## src/rtl/keypad_pkg.sv

```systemverilog
// Shared types and helpers for the keypad matrix scanner and its event FIFO.
package keypad_pkg;

  localparam logic EVT_PRESS   = 1'b0;
  localparam logic EVT_RELEASE = 1'b1;

  typedef enum logic [1:0] {
    NONE,
    ONE,
    MULTI
  } frame_res_e;

  function automatic int unsigned code_w(input int unsigned n);
    return (n > 1) ? $clog2(n) : 1;
  endfunction

endpackage

```

## src/rtl/key_event_fifo.sv

```systemverilog
// Show-ahead event queue with count-based full/empty; a push that cannot land is reported on drop_o.
module key_event_fifo #(
  parameter int unsigned DEPTH = 4,
  parameter int unsigned WIDTH = 5
) (
  input  logic             clk,
  input  logic             reset,
  input  logic             push_i,
  input  logic [WIDTH-1:0] data_i,
  input  logic             ready_i,
  output logic             valid_o,
  output logic [WIDTH-1:0] data_o,
  output logic             drop_o
);

  localparam int unsigned PW = $clog2(DEPTH);
  localparam int unsigned CW = PW + 1;

  logic [WIDTH-1:0] mem_q [DEPTH];
  logic [PW-1:0]    rd_q;
  logic [PW-1:0]    wr_q;
  logic [CW-1:0]    cnt_q;
  logic             empty;
  logic             full;
  logic             pop;
  logic             wr_en;

  always_comb begin
    empty   = (cnt_q == '0);
    full    = (cnt_q == CW'(DEPTH));
    pop     = !empty && ready_i;
    // a full queue still accepts a push when the head leaves in the same cycle
    wr_en   = push_i && (!full || pop);
    drop_o  = push_i && full && !pop;
    valid_o = !empty;
    data_o  = empty ? '0 : mem_q[rd_q];
  end

  always_ff @(posedge clk or negedge reset) begin
    if (!reset) begin
      rd_q  <= '0;
      wr_q  <= '0;
      cnt_q <= '0;
    end else begin
      if (wr_en) wr_q <= wr_q + 1'b1;
      if (pop)   rd_q <= rd_q + 1'b1;
      case ({wr_en, pop})
        2'b10:   cnt_q <= cnt_q + 1'b1;
        2'b01:   cnt_q <= cnt_q - 1'b1;
        default: cnt_q <= cnt_q;
      endcase
    end
  end

  always_ff @(posedge clk) begin
    if (wr_en) mem_q[wr_q] <= data_i;
  end

endmodule

```

## src/rtl/keypad_matrix_scanner.sv

```systemverilog
// Column-scanned keypad: per-frame ghost rejection, frame debounce, press/release events into a FIFO.
module keypad_matrix_scanner
  import keypad_pkg::*;
#(
  parameter int unsigned ROWS            = 4,
  parameter int unsigned COLS            = 4,
  parameter int unsigned SCAN_DIV        = 30000,
  parameter int unsigned DEBOUNCE_FRAMES = 2,
  parameter int unsigned FIFO_DEPTH      = 4,
  parameter bit          EMIT_RELEASE    = 1'b1,
  localparam int unsigned CODE_W         = code_w(ROWS * COLS)
) (
  input  logic              clk,
  input  logic              reset,
  output logic [COLS-1:0]   col_drive,
  input  logic [ROWS-1:0]   row_sense,
  output logic              key_valid,
  input  logic              key_ready,
  output logic [CODE_W-1:0] key_code,
  output logic              key_release,
  output logic              key_held,
  output logic [CODE_W-1:0] held_code,
  output logic              overflow,
  input  logic              clr_overflow
);

  localparam int unsigned TW  = $clog2(SCAN_DIV);
  localparam int unsigned CIW = $clog2(COLS);

  logic [TW-1:0]     tick_q, tick_d;
  logic              tick;
  logic [ROWS-1:0]   rs_meta_q, rs_sync_q;
  logic [COLS-1:0]   col_drive_q, col_drive_d;
  logic [CIW-1:0]    col_q, col_d;
  frame_res_e        acc_q, acc_d, res;
  logic [CODE_W-1:0] acc_code_q, acc_code_d, res_code;
  logic              frame_end;
  logic              cand_key_q, cand_key_d;
  logic [CODE_W-1:0] cand_code_q, cand_code_d;
  logic [3:0]        db_cnt_q, db_cnt_d;
  logic              stab_key_q, stab_key_d;
  logic [CODE_W-1:0] stab_code_q, stab_code_d;
  logic              cand_differs;
  logic              chg_q, chg_d;
  logic              held_q, held_d;
  logic [CODE_W-1:0] held_code_q, held_code_d;
  logic              overflow_q, overflow_d;
  logic              push;
  logic              drop;
  logic [CODE_W:0]   push_data;
  logic [CODE_W:0]   head;

  always_comb begin
    tick        = (tick_q == TW'(SCAN_DIV - 1));
    tick_d      = tick ? '0 : tick_q + 1'b1;
    frame_end   = tick && (col_q == CIW'(COLS - 1));
    col_drive_d = col_drive_q;
    col_d       = col_q;
    acc_d       = acc_q;
    acc_code_d  = acc_code_q;

    // fold this column's rows into the running frame result
    res      = acc_q;
    res_code = acc_code_q;
    for (int unsigned r = 0; r < ROWS; r++) begin
      if (rs_sync_q[r]) begin
        if (res == NONE) begin
          res      = ONE;
          res_code = CODE_W'(r * COLS + 32'(col_q));
        end else begin
          res = MULTI;
        end
      end
    end

    if (tick) begin
      col_drive_d = {col_drive_q[COLS-2:0], col_drive_q[COLS-1]};
      col_d       = frame_end ? '0 : col_q + 1'b1;
      acc_d       = frame_end ? NONE : res;
      acc_code_d  = frame_end ? '0 : res_code;
    end

    cand_key_d  = cand_key_q;
    cand_code_d = cand_code_q;
    db_cnt_d    = db_cnt_q;
    if (frame_end && res != MULTI) begin
      if (((res == ONE) == cand_key_q) && (res == NONE || res_code == cand_code_q)) begin
        if (db_cnt_q != 4'(DEBOUNCE_FRAMES)) db_cnt_d = db_cnt_q + 1'b1;
      end else begin
        cand_key_d  = (res == ONE);
        cand_code_d = (res == ONE) ? res_code : '0;
        db_cnt_d    = 4'd1;
      end
    end

    cand_differs = (cand_key_q != stab_key_q) || (cand_key_q && cand_code_q != stab_code_q);
    stab_key_d   = stab_key_q;
    stab_code_d  = stab_code_q;
    chg_d        = 1'b0;
    if (db_cnt_q == 4'(DEBOUNCE_FRAMES) && cand_differs) begin
      stab_key_d  = cand_key_q;
      stab_code_d = cand_code_q;
      chg_d       = 1'b1;
    end

    // a release reports the key that was held; A->B reports only the press of B
    push      = chg_q && (stab_key_q || EMIT_RELEASE);
    push_data = {stab_key_q ? EVT_PRESS : EVT_RELEASE, stab_key_q ? stab_code_q : held_code_q};
    held_d      = held_q;
    held_code_d = held_code_q;
    if (chg_q) begin
      held_d = stab_key_q;
      if (stab_key_q) held_code_d = stab_code_q;
    end

    overflow_d = drop ? 1'b1 : (clr_overflow ? 1'b0 : overflow_q);
  end

  always_ff @(posedge clk or negedge reset) begin
    if (!reset) begin
      tick_q      <= '0;
      rs_meta_q   <= '0;
      rs_sync_q   <= '0;
      col_drive_q <= COLS'(1);
      col_q       <= '0;
      acc_q       <= NONE;
      acc_code_q  <= '0;
      cand_key_q  <= 1'b0;
      cand_code_q <= '0;
      db_cnt_q    <= '0;
      stab_key_q  <= 1'b0;
      stab_code_q <= '0;
      chg_q       <= 1'b0;
      held_q      <= 1'b0;
      held_code_q <= '0;
      overflow_q  <= 1'b0;
    end else begin
      tick_q      <= tick_d;
      rs_meta_q   <= row_sense;
      rs_sync_q   <= rs_meta_q;
      col_drive_q <= col_drive_d;
      col_q       <= col_d;
      acc_q       <= acc_d;
      acc_code_q  <= acc_code_d;
      cand_key_q  <= cand_key_d;
      cand_code_q <= cand_code_d;
      db_cnt_q    <= db_cnt_d;
      stab_key_q  <= stab_key_d;
      stab_code_q <= stab_code_d;
      chg_q       <= chg_d;
      held_q      <= held_d;
      held_code_q <= held_code_d;
      overflow_q  <= overflow_d;
    end
  end

  key_event_fifo #(
    .DEPTH (FIFO_DEPTH),
    .WIDTH (CODE_W + 1)
  ) u_fifo (
    .clk     (clk),
    .reset   (reset),
    .push_i  (push),
    .data_i  (push_data),
    .ready_i (key_ready),
    .valid_o (key_valid),
    .data_o  (head),
    .drop_o  (drop)
  );

  assign col_drive   = col_drive_q;
  assign key_release = head[CODE_W];
  assign key_code    = head[CODE_W-1:0];
  assign key_held    = held_q;
  assign held_code   = held_code_q;
  assign overflow    = overflow_q;

endmodule

```

## config.mk

```make
export PLATFORM = sky130hd
export DESIGN_NAME = keypad_matrix_scanner
export DESIGN_NICKNAME = d
export VERILOG_FILES = /design/src/rtl/keypad_pkg.sv /design/src/rtl/key_event_fifo.sv /design/src/rtl/keypad_matrix_scanner.sv
export SDC_FILE = /design/constraint.sdc
export NUM_CORES = 1
export LEC_CHECK = 0
export BUFFER_PORTS_ARGS = -buffer_cell sky130_fd_sc_hd__buf_2
export CELL_PAD_IN_SITES_DETAIL_PLACEMENT = 1
export CELL_PAD_IN_SITES_GLOBAL_PLACEMENT = 2
export CORE_MARGIN = 2
export CORE_UTILIZATION = 41
export CTS_CLUSTER_SIZE = 10
export DETAILED_ROUTE_END_ITERATION = 16
export PLACE_DENSITY_LB_ADDON = 0.1
export SYNTH_ARGS = -nofsm -noshare
export SYNTH_HDL_FRONTEND = slang
export SYNTH_HIERARCHICAL = 1
export SYNTH_SLANG_ARGS = --single-unit
```

## constraint.sdc

```tcl
create_clock -name clk -period 2.7 [get_ports clk]
set_clock_uncertainty 0.15 [all_clocks]
set_input_delay 0.135 -clock clk [delete_from_list [all_inputs] [get_ports clk]]
set_output_delay 0.135 -clock clk [all_outputs]
set_load 0.01 [all_outputs]
```

==> flow_summary.ini <==
[floorplanning]
start_util = 0.4264
row_count = 35
coreArea_sq_um = 9284
die_y_microns = 102.3
pin_count = 24
dieArea_sq_um = 10460
die_w_microns = 102.3

[global_route]
grt_pass1_wl_microns = 14120
grt-ovfl-total = 0
grt_start_max_net_pins = 32
grt_pass1_vias = 2833
globalRouteTotalUtil = 0.1765
antenna_found_initial = 0

[clocking]
cts_tree = built
clk_pin_slew_worst_paths_ns = 0.09
cts_buffers = 9
htreeDepth = 3
clkLatencyLatePin_ns = 0.35
ctsLongestPathBuffers = 2
numClockSinks = 83
clockRootBuffer = clkbuf_8

[logic_synthesis]
ys_warn_count = 6
synth-edff-count = 20
synth-main-ff-cell = dfrtp_1
netlist_area_sq_um = 3959
synth-compound-area-share = 0.08755
async_flop_share = 0.7590
synthSimpleGateAreaFrac = 0.1669
synth_xor_area_frac = 0.06195
synthCells = 346
ys_types = 61
syn_nets = 363
synth_top_family_by_area = simple AND/OR/NAND/NOR gates
synthAdderAreaFrac = 0.03287
ys_seq_elements = 83
seq_area_frac_synth = 0.5503
synth_area_per_cell_sq_um = 11.44
synth_mux_area_frac = 0.06353

[routing]
drt_iter0_drc = 78
post-route-drc-count = 0
wl_microns = 8371
drtAntennaViolNets = 0
wl_per_cell_microns = 16.01
num_vias = 2659
routed_via_density = 5.084
drt_pass1_iterations = 4

[finish]
nets = 406
drive_gt1_frac = 0.2208
syn2layout_area_growth_pct = 15.01
fillers = 1016
final-seq-area_sq_um = 2180
insertedDiodeCount = 0
multi_input_area_sq_um = 1643
layout_common_cells = dfrtp_1, nand2_1, buf_2
final_common_cell = dfrtp_1
final_util = 0.4904

[timing]
setup_viol = 0
worst_slew_pin_slew_ns = 0.4593
fmax_mhz = 383.3
min_period_ns = 2.609
min_period_over_period = 0.9662
fin_hold_ws_ns = 0.05018
drv_slew = 0
fin_setup_tns_ns = 0
slew_headroom = 0.6925
hold_violations = 0

[worst_setup_path]
end_kind = flop
rrSetupSlack_ns = 0.09
crit_fanout = 8
arrival_ns = 2.69
startpoint = rs_sync_q[1]
timing.rr.start = rs_sync_q[1]
crit_required_ns = 2.78
crit_type = flop to flop
startpoint_type = flop

[pwr]
power_leakage_nw = 2.078
vdd_drop_max_uv = 272.2
pwr_density_cell_nw_per_um2 = 583.8

[run]
drv_cap = 0

[placed_design]
port_buffers = 23
place_congestion = 0.8713
dp_hpwl_microns = 5910

[outcome]
status = finished, final reports clean

[hold_path]
hp-class = input pin to asynchronous set/reset pin
[logic make-up after synthesis]
family          Yosys count
compound gates           51
simple gates            127
mux                      17
xor+xnor                 28
fa+ha+maj                10
flops                    83
buf+inv                  30
[cell usage after synthesis, types with 7 or more instances]
| cell type | count | share of area |
|---|---|---|
| xnor2_1 | 12 | 0.027 |
| nand2_1 | 42 | 0.040 |
| xor2_1 | 16 | 0.035 |
| and2_1 | 12 | 0.019 |
| inv_1 | 16 | 0.015 |
| a21oi_1 | 7 | 0.0088 |
| edfxtp_1 | 20 | 0.15 |
| mux2_2 | 11 | 0.031 |
| dfrtp_1 | 62 | 0.39 |
| nor2_1 | 21 | 0.020 |
| ha_1 | 8 | 0.025 |
| o21ai_0 | 16 | 0.020 |
| nand3_1 | 12 | 0.015 |
[stage by stage]
stage / std cells / total power [mW] / cell area, sq um / worst slack [ns]
CTS: 517 / 2.683 / 4498 / 0.03487
detailed placement: 494 / 1.744 / 4224 / 0.06576
floorplan: 346 / 1.665 / 3959 / 0.2188
finish: 523 / 2.658 / 4553 / 0.09122
global route: 523 / 2.815 / 4553 / -0.01255
global placement: 494 / 1.732 / 4224 / 0.1413
[worst max-delay path, cell delays in order (launching register included)]
cell and delay (ns):
dfrtp_2 0.48, nor4_4 0.40, nand2_2 0.12, a31o_2 0.27, xnor2_1 0.17, a21oi_4 0.23
or3b_4 0.42, mux2_2 0.26
[flip-flops by register name (all words and copies together) (netlist names), 2 cells and up]
register,cells
rs_sync_q,4
stab_code_q,4
tick_q,15
acc_q,2
u_fifo/wr_q,2
rs_meta_q,4
u_fifo/mem_q,20
acc_code_q,4
held_code,4
u_fifo/cnt_q,3
db_cnt_q,4
cand_code_q,4
col_q,2
u_fifo/rd_q,2
col_drive,4
[path summary, 6_finish.rpt]
path	end	depth (start not counted)
setup / recovery	db_cnt_q[0]	7
hold / removal	u_fifo/rd_q[1]	2
setup reg to reg	db_cnt_q[0]	7
hold reg to reg	rs_sync_q[1]	0
max in group asynchronous	acc_code_q[0]	3
min in group clk	rs_sync_q[1]	0
[final cells by class]
cell class / count / area share
multi-input combinational: 233 / 0.3608
clock inverter: 4 / 0.01044
tap: 129 / 0.03545
inverter: 16 / 0.01319
timing repair buffer: 46 / 0.06705
clock buffer: 12 / 0.03435
sequential: 83 / 0.4787
[where the power goes]
group / internal [mW] / switching [mW]
Clock: 0.482 / 0.446
Sequential: 1.32 / 0.0869
Combinational: 0.167 / 0.157
[repair_timing]
item                       4_1_cts  5_1_grt
setup endpoints to repair        0        1
hold endpoints to repair        68        0
resized for setup                0        4
setup buffers                    0        6
hold buffers                     7        0
[routing by layer]
layer,part of all wire,up-vias,routed length [microns],track usage
li1,-,1281,-,-
met1,0.46,1347,3842,0.2287
met2,0.51,29,4296,0.3011
met3,0.022,2,185,0.04309
met4,0.0056,0,47,0.04000
met5,0,-,0,0
Power figures use the tool's default switching activity.
